--- src/rtl/prog_loader_pkg.sv ---
// Shared types and constants for the byte-stream program loader.
// Holds the loader state encoding, frame constants and the checksum step.
package prog_loader_pkg;

    localparam int         WORD_W       = 32;
    localparam logic [7:0] SYNC_DEFAULT = 8'hA5;

    typedef enum logic [2:0] {
        ST_IDLE   = 3'd0,
        ST_LEN_HI = 3'd1,
        ST_LEN_LO = 3'd2,
        ST_DATA   = 3'd3,
        ST_WRITE  = 3'd4,
        ST_CSUM   = 3'd5,
        ST_DONE   = 3'd6,
        ST_ERR    = 3'd7
    } state_t;

    function automatic logic [7:0] csum_step(input logic [7:0] acc, input logic [7:0] b);
        return acc ^ b;
    endfunction

endpackage

--- src/rtl/prog_loader_word_assembler.sv ---
// Big-endian byte-to-word assembler with a 2-bit byte counter and running XOR checksum.
// The presented word combines the three buffered bytes with the byte currently on din.
module word_assembler
    import prog_loader_pkg::*;
(
    input  logic              clk,
    input  logic              rst_n,
    input  logic              clr,
    input  logic              en,
    input  logic [7:0]        din,
    output logic [1:0]        cnt,
    output logic [WORD_W-1:0] word,
    output logic [7:0]        csum
);

    logic [WORD_W-9:0] shift_r;
    logic [1:0]        cnt_r;
    logic [7:0]        csum_r;

    // Byte shift register, byte counter and checksum accumulator.
    always_ff @(posedge clk or negedge rst_n) begin
        if (!rst_n) begin
            shift_r <= '0;
            cnt_r   <= 2'd0;
            csum_r  <= 8'h00;
        end else if (clr) begin
            shift_r <= '0;
            cnt_r   <= 2'd0;
            csum_r  <= 8'h00;
        end else if (en) begin
            shift_r <= {shift_r[WORD_W-17:0], din};
            cnt_r   <= cnt_r + 2'd1;
            csum_r  <= csum_step(csum_r, din);
        end else begin
            shift_r <= shift_r;
            cnt_r   <= cnt_r;
            csum_r  <= csum_r;
        end
    end

    assign cnt  = cnt_r;
    assign word = {shift_r, din};
    assign csum = csum_r;

endmodule

--- src/rtl/prog_loader.sv ---
// Boot loader: parses SYNC/LEN/data/checksum frames from a byte link and writes
// the image into word memory while holding the core halted.
module prog_loader
    import prog_loader_pkg::*;
#(
    parameter int         AW        = 10,
    parameter int         BASE_ADDR = 0,
    parameter logic [7:0] SYNC_BYTE = SYNC_DEFAULT
) (
    input  logic          clk,
    input  logic          rst_n,
    input  logic [7:0]    rx_data,
    input  logic          rx_valid,
    output logic          rx_ready,
    output logic          mem_we,
    output logic [AW-1:0] mem_addr,
    output logic [31:0]   mem_wdata,
    input  logic          mem_wr_ready,
    output logic          core_hold,
    output logic          load_done,
    output logic          load_err
);

    localparam logic [AW-1:0] BASE_A    = AW'(BASE_ADDR);
    localparam logic [16:0]   MAX_WORDS = 17'((1 << AW) - BASE_ADDR);

    state_t            state_r, state_nx;
    logic              rx_ready_r, rx_ready_nx;
    logic              mem_we_r, mem_we_nx;
    logic [AW-1:0]     mem_addr_r, mem_addr_nx;
    logic [31:0]       mem_wdata_r, mem_wdata_nx;
    logic              core_hold_r, core_hold_nx;
    logic              load_done_r, load_done_nx;
    logic              load_err_r, load_err_nx;
    logic [15:0]       len_r, len_nx;
    logic [15:0]       wcnt_r, wcnt_nx;

    logic              acc_s, asm_clr_s, asm_en_s, sync_s;
    logic [15:0]       len_new_s, wcnt_inc_s;
    logic [1:0]        asm_cnt_s;
    logic [WORD_W-1:0] asm_word_s;
    logic [7:0]        asm_csum_s;

    assign acc_s      = rx_valid & rx_ready_r;
    assign sync_s     = acc_s & (rx_data == SYNC_BYTE);
    assign len_new_s  = {len_r[15:8], rx_data};
    assign wcnt_inc_s = wcnt_r + 16'd1;

    word_assembler u_asm (
        .clk   (clk),
        .rst_n (rst_n),
        .clr   (asm_clr_s),
        .en    (asm_en_s),
        .din   (rx_data),
        .cnt   (asm_cnt_s),
        .word  (asm_word_s),
        .csum  (asm_csum_s)
    );

    // State and output registers.
    always_ff @(posedge clk or negedge rst_n) begin
        if (!rst_n) begin
            state_r     <= ST_IDLE;
            rx_ready_r  <= 1'b1;
            mem_we_r    <= 1'b0;
            mem_addr_r  <= BASE_A;
            mem_wdata_r <= 32'h0000_0000;
            core_hold_r <= 1'b1;
            load_done_r <= 1'b0;
            load_err_r  <= 1'b0;
            len_r       <= 16'd0;
            wcnt_r      <= 16'd0;
        end else begin
            state_r     <= state_nx;
            rx_ready_r  <= rx_ready_nx;
            mem_we_r    <= mem_we_nx;
            mem_addr_r  <= mem_addr_nx;
            mem_wdata_r <= mem_wdata_nx;
            core_hold_r <= core_hold_nx;
            load_done_r <= load_done_nx;
            load_err_r  <= load_err_nx;
            len_r       <= len_nx;
            wcnt_r      <= wcnt_nx;
        end
    end

    // Frame parser: next state and next register values.
    always_comb begin
        state_nx     = state_r;
        rx_ready_nx  = rx_ready_r;
        mem_we_nx    = mem_we_r;
        mem_addr_nx  = mem_addr_r;
        mem_wdata_nx = mem_wdata_r;
        core_hold_nx = core_hold_r;
        load_done_nx = load_done_r;
        load_err_nx  = load_err_r;
        len_nx       = len_r;
        wcnt_nx      = wcnt_r;
        asm_clr_s    = 1'b0;
        asm_en_s     = 1'b0;
        case (state_r)
            ST_IDLE: begin
                if (sync_s) begin
                    state_nx  = ST_LEN_HI;
                    asm_clr_s = 1'b1;
                end else begin
                    state_nx = ST_IDLE;
                end
            end
            ST_LEN_HI: begin
                if (acc_s) begin
                    len_nx   = {rx_data, 8'h00};
                    state_nx = ST_LEN_LO;
                end else begin
                    state_nx = ST_LEN_HI;
                end
            end
            ST_LEN_LO: begin
                if (acc_s) begin
                    len_nx  = len_new_s;
                    wcnt_nx = 16'd0;
                    if ({1'b0, len_new_s} > MAX_WORDS) begin
                        state_nx    = ST_ERR;
                        load_err_nx = 1'b1;
                    end else if (len_new_s == 16'd0) begin
                        state_nx = ST_CSUM;
                    end else begin
                        state_nx = ST_DATA;
                    end
                end else begin
                    state_nx = ST_LEN_LO;
                end
            end
            ST_DATA: begin
                if (acc_s) begin
                    asm_en_s = 1'b1;
                    if (asm_cnt_s == 2'd3) begin
                        state_nx     = ST_WRITE;
                        mem_we_nx    = 1'b1;
                        rx_ready_nx  = 1'b0;
                        mem_wdata_nx = asm_word_s;
                    end else begin
                        state_nx = ST_DATA;
                    end
                end else begin
                    state_nx = ST_DATA;
                end
            end
            ST_WRITE: begin
                if (mem_wr_ready) begin
                    mem_we_nx   = 1'b0;
                    rx_ready_nx = 1'b1;
                    mem_addr_nx = mem_addr_r + {{(AW-1){1'b0}}, 1'b1};
                    wcnt_nx     = wcnt_inc_s;
                    if (wcnt_inc_s == len_r) begin
                        state_nx = ST_CSUM;
                    end else begin
                        state_nx = ST_DATA;
                    end
                end else begin
                    state_nx = ST_WRITE;
                end
            end
            ST_CSUM: begin
                if (acc_s) begin
                    if (rx_data == asm_csum_s) begin
                        state_nx     = ST_DONE;
                        load_done_nx = 1'b1;
                        core_hold_nx = 1'b0;
                    end else begin
                        state_nx    = ST_ERR;
                        load_err_nx = 1'b1;
                    end
                end else begin
                    state_nx = ST_CSUM;
                end
            end
            ST_DONE, ST_ERR: begin
                // A new SYNC restarts the load from the base address.
                if (sync_s) begin
                    state_nx     = ST_LEN_HI;
                    core_hold_nx = 1'b1;
                    load_done_nx = 1'b0;
                    load_err_nx  = 1'b0;
                    mem_addr_nx  = BASE_A;
                    asm_clr_s    = 1'b1;
                end else begin
                    state_nx = state_r;
                end
            end
            default: begin
                state_nx = ST_IDLE;
            end
        endcase
    end

    assign rx_ready  = rx_ready_r;
    assign mem_we    = mem_we_r;
    assign mem_addr  = mem_addr_r;
    assign mem_wdata = mem_wdata_r;
    assign core_hold = core_hold_r;
    assign load_done = load_done_r;
    assign load_err  = load_err_r;

endmodule

--- config.mk ---
export PLATFORM = sky130hd
export DESIGN_NAME = prog_loader
export DESIGN_NICKNAME = d
export VERILOG_FILES = /design/src/rtl/prog_loader_pkg.sv /design/src/rtl/prog_loader_word_assembler.sv /design/src/rtl/prog_loader.sv
export SDC_FILE = /design/constraint.sdc
export NUM_CORES = 1
export LEC_CHECK = 0
export ABC_AREA = 1
export BUFFER_PORTS_ARGS = -buffer_cell sky130_fd_sc_hd__buf_2
export CORE_MARGIN = 3
export CORE_UTILIZATION = 45
export DETAILED_ROUTE_END_ITERATION = 10
export GPL_ROUTABILITY_DRIVEN = 0
export PLACE_DENSITY_LB_ADDON = 0.2
export SLEW_MARGIN = 10
export SYNTH_ARGS = -nofsm -noshare
export SYNTH_HDL_FRONTEND = slang
export SYNTH_SLANG_ARGS = --single-unit
--- constraint.sdc ---
create_clock -name clk -period 3.3 [get_ports clk]
set_input_delay 0.495 -clock clk [delete_from_list [all_inputs] [get_ports clk]]
set_output_delay 0.495 -clock clk [all_outputs]
set_load 0.01 [all_outputs]
==> flow_metrics.tcl <==
set metrics [dict create \
    outcome "finished, final reports clean" \
    syn_avg_cell_area_um2 8.279 \
    final_hold_viol_count 0 \
    use_met1 0.2945 \
    cp_common_cell "nand2_1" \
    critPathBufInv 2 \
    overflow 0 \
    crit_cells 7 \
    maxCapViolCount 0 \
    clock_latency_ns 0.41 \
    comb_power_share 0.301 \
    min_period_ns 2.187 \
    post_cts_resized 0 \
    clock_path_buffers 2 \
    grt_pass1_wl_um 23100 \
    synth-adder-area-share 0.006707 \
    drc 0 \
    fin_crit_sh 0.6627 \
    crit_fanout 15 \
    whs_ns 0.4060 \
    crit_end "wcnt_r[14]" \
    leakage_nw 3.272 \
    max_slew_margin 0.5082 \
    final_cell_mix "nand2_1 (166), dfrtp_1 (114), inv_1 (87), o21ai_0 (67), nand3_1 (64)" \
    crit_arrival_ns 2.47 \
    synthSimpleGateAreaFrac 0.2560 \
    viasPerCell 5.179 \
    cts_buffers 17 \
    cp_slowest_stage_delay_ns 0.52 \
    crit_path_end_kind "flop" \
    grt_pass1_vias 4667 \
    dp.cells 893 \
    die_h_um 117.5 \
    ys_ff_latch 116 \
    clock_sinks 116 \
    routedWlPerCell_um 14.73 \
    use_met3 0.05430 \
    r2r_end "wcnt_r[14]" \
    antenna_found_initial 0 \
    p_switching_w 0.002178 \
    ff2ff_setup_slack_ns 1.11 \
    grt_util_met2 0.3074 \
    port_buffers 58 \
    worst_slew_pin_slew_ns 0.7336 \
    hold_path_class "in2reg" \
    final-setup-viol-count 0 \
    synth_xor_area_frac 0.03219 \
    cts_max_level 4 \
    drt-total-wl_um 13640 \
    switching_share 0.3612 \
    die-width_um 117.5 \
    area.growth.synth_to_final_pct 19.67 \
    n_antenna_cell 0 \
    share_clk_of_total_power 0.304 \
    grt_max_degree 66 \
    slew_viol_final 0 \
    antenna_left 0 \
    fmax_ghz 0.4572 \
    vdd_drop_max_v 0.0004479 \
    synth.mux.area_fraction 0 \
    crit_required_ns 3.59 \
    gr-usage-all-layers 0.2083 \
    synth_fp_nets 691 \
    syn-cell-area_mm2 0.005597 \
    r2r_start "state_r[0]" \
    die-area_mm2 0.01381 \
    tns_ns 0 \
    yosysSeqAreaShare 0.5191 \
    hold_buffers 1 \
    skew_ns 0.005347 \
    cp_cell_sequence "inv_1, nand2_1, nor2_2, nand2_1, clkinv_1, nand3_1, o21ai_0" \
    ys_types 34 \
    drive_above_1_share 0.1702 \
    mostFrequentLayoutCell "nand2_1" \
    synth_compound_area_frac 0.1087 \
    power_w 0.006031 \
    postSynthCellCount 676 \
    first_pass_iters 5 \
    grt_busiest_layer "met2" \
    fillCellCount 1098 \
    crit_family "simple AND/OR/NAND/NOR gates" \
    yosysWarnings 0 \
    powerDensity_mw_per_mm2 900.5 \
    min-delay-start "rx_data[3]" \
    p_seq_frac 0.396 \
    initial_utilization 0.4640 \
    drt_iter0_markers 321 \
    stdcell_count 926 \
    postCtsSetupRepairBufs 0 \
    rsz0062_at_grt "no" \
    cts_tree "done" \
    root_buffer "clkbuf_16" \
    ff2ff_path_depth 7 \
    p_int_w 0.003853 \
    synth_top_family_by_area "simple AND/OR/NAND/NOR gates" \
    finalNetCount 760 \
    crit_slowest_cell "clkinv_1" \
    start_kind "flop" \
    coreArea_mm2 0.01206 \
    io_pins 59 \
    crit_type "reg2reg" \
    vias 4796 \
    clkTransAtPathRegs_ns 0.05 \
    fin_util 0.5553 \
    startpoint "state_r[0]" \
    dpl.hpwl_um 9992 \
    rows 40 \
]
## sequential cells by signal (all words and copies together) (netlist names)
signal and flops:
core_hold 1, u_asm.shift_r 24, u_asm.cnt 2, load_done 1, u_asm.csum 8, mem_we 1
rx_ready 1, mem_wdata 32, wcnt_r 16, mem_addr 10, len_r 16, load_err 1
state_r 3
## power groups by stage
stage | Clock, W | Sequential (W) | Combinational (W)
finish | 0.00183 | 0.00239 | 0.00181
global route | 0.00193 | 0.00247 | 0.00207
CTS | 0.00186 | 0.00238 | 0.00183
detailed placement | 0 | 0.00240 | 0.00181
global placement | 0 | 0.00238 | 0.00178
floorplan | 0 | 0.00240 | 0.00118
## routing by layer
metal | part of all wire | wire length, um
met1 | 0.48 | 6488
met2 | 0.44 | 6067
met3 | 0.061 | 831
met4 | 0.018 | 251
met5 | 0 | 0
## worst min-delay path by stage
stage	endpoint	slack (ns)	cells past startpoint
6_report	u_asm.shift_r[3]	0.41	3
5_1_grt	u_asm.shift_r[3]	0.41	3
4_1_cts	u_asm.shift_r[3]	0.40	3
3_5_place_dp	mem_wdata[30]	0.41	1
3_3_place_gp	mem_wdata[30]	0.41	1
2_1_floorplan	len_r[0]	0.20	0
## synthesized netlist by cell type (all sizes together)
master	count	area, um^2
dfrtp	114	2853
nand4	17	106.4
a2111oi	1	15.01
dfstp	2	52.55
nor2	47	219.0
o21ai	72	367.8
inv	95	359.1
o31ai	4	30.03
and3	1	6.260
nand2	172	665.6
xnor3	1	22.52
buf	6	32.53
nor4	4	25.02
clkbuf	9	33.78
o22ai	26	162.7
xor2	12	105.1
xnor2	6	52.55
ha	3	37.54
a21oi	5	25.02
clkinv	2	7.510
nand3	68	360.4
nor3	8	50.05
o21bai	1	7.510
## stage by stage
stage | instance area, um^2 | worst slack [ns]
floorplan | 5597 | 1.653
global placement | 6091 | 1.110
detailed placement | 6091 | 0.9587
CTS | 6698 | 1.116
global route | 6698 | 0.8885
finish | 6698 | 1.113
## final cells by class
| cell class | count | area (um^2) | share of cell area |
|---|---|---|---|
| sequential | 116 | 2905 | 0.4338 |
| multi-input combinational | 448 | 2258 | 0.3372 |
| clock buffer | 21 | 470.5 | 0.07024 |
| clock inverter | 11 | 126.4 | 0.01887 |
| inverter | 97 | 366.6 | 0.05474 |
| timing repair buffer | 65 | 360.3 | 0.05380 |
| tap | 168 | 210.2 | 0.03138 |
## worst min-delay path, cell delays in order
cell     delay [ns]
buf_2          0.11
nand2_1        0.10
nand2_1        0.08
## kinds of logic (layout without fill, tap and decap cells)
group,Yosys count,in the layout
AO/OA/AOI/OAI,109,109
XOR/XNOR,19,19
adder cells (fa/ha/maj),3,3
buffers and inverters,112,194
flip-flops,116,116
AND/OR/NAND/NOR,317,317
Note: power is estimated with default switching activity, not from simulation.
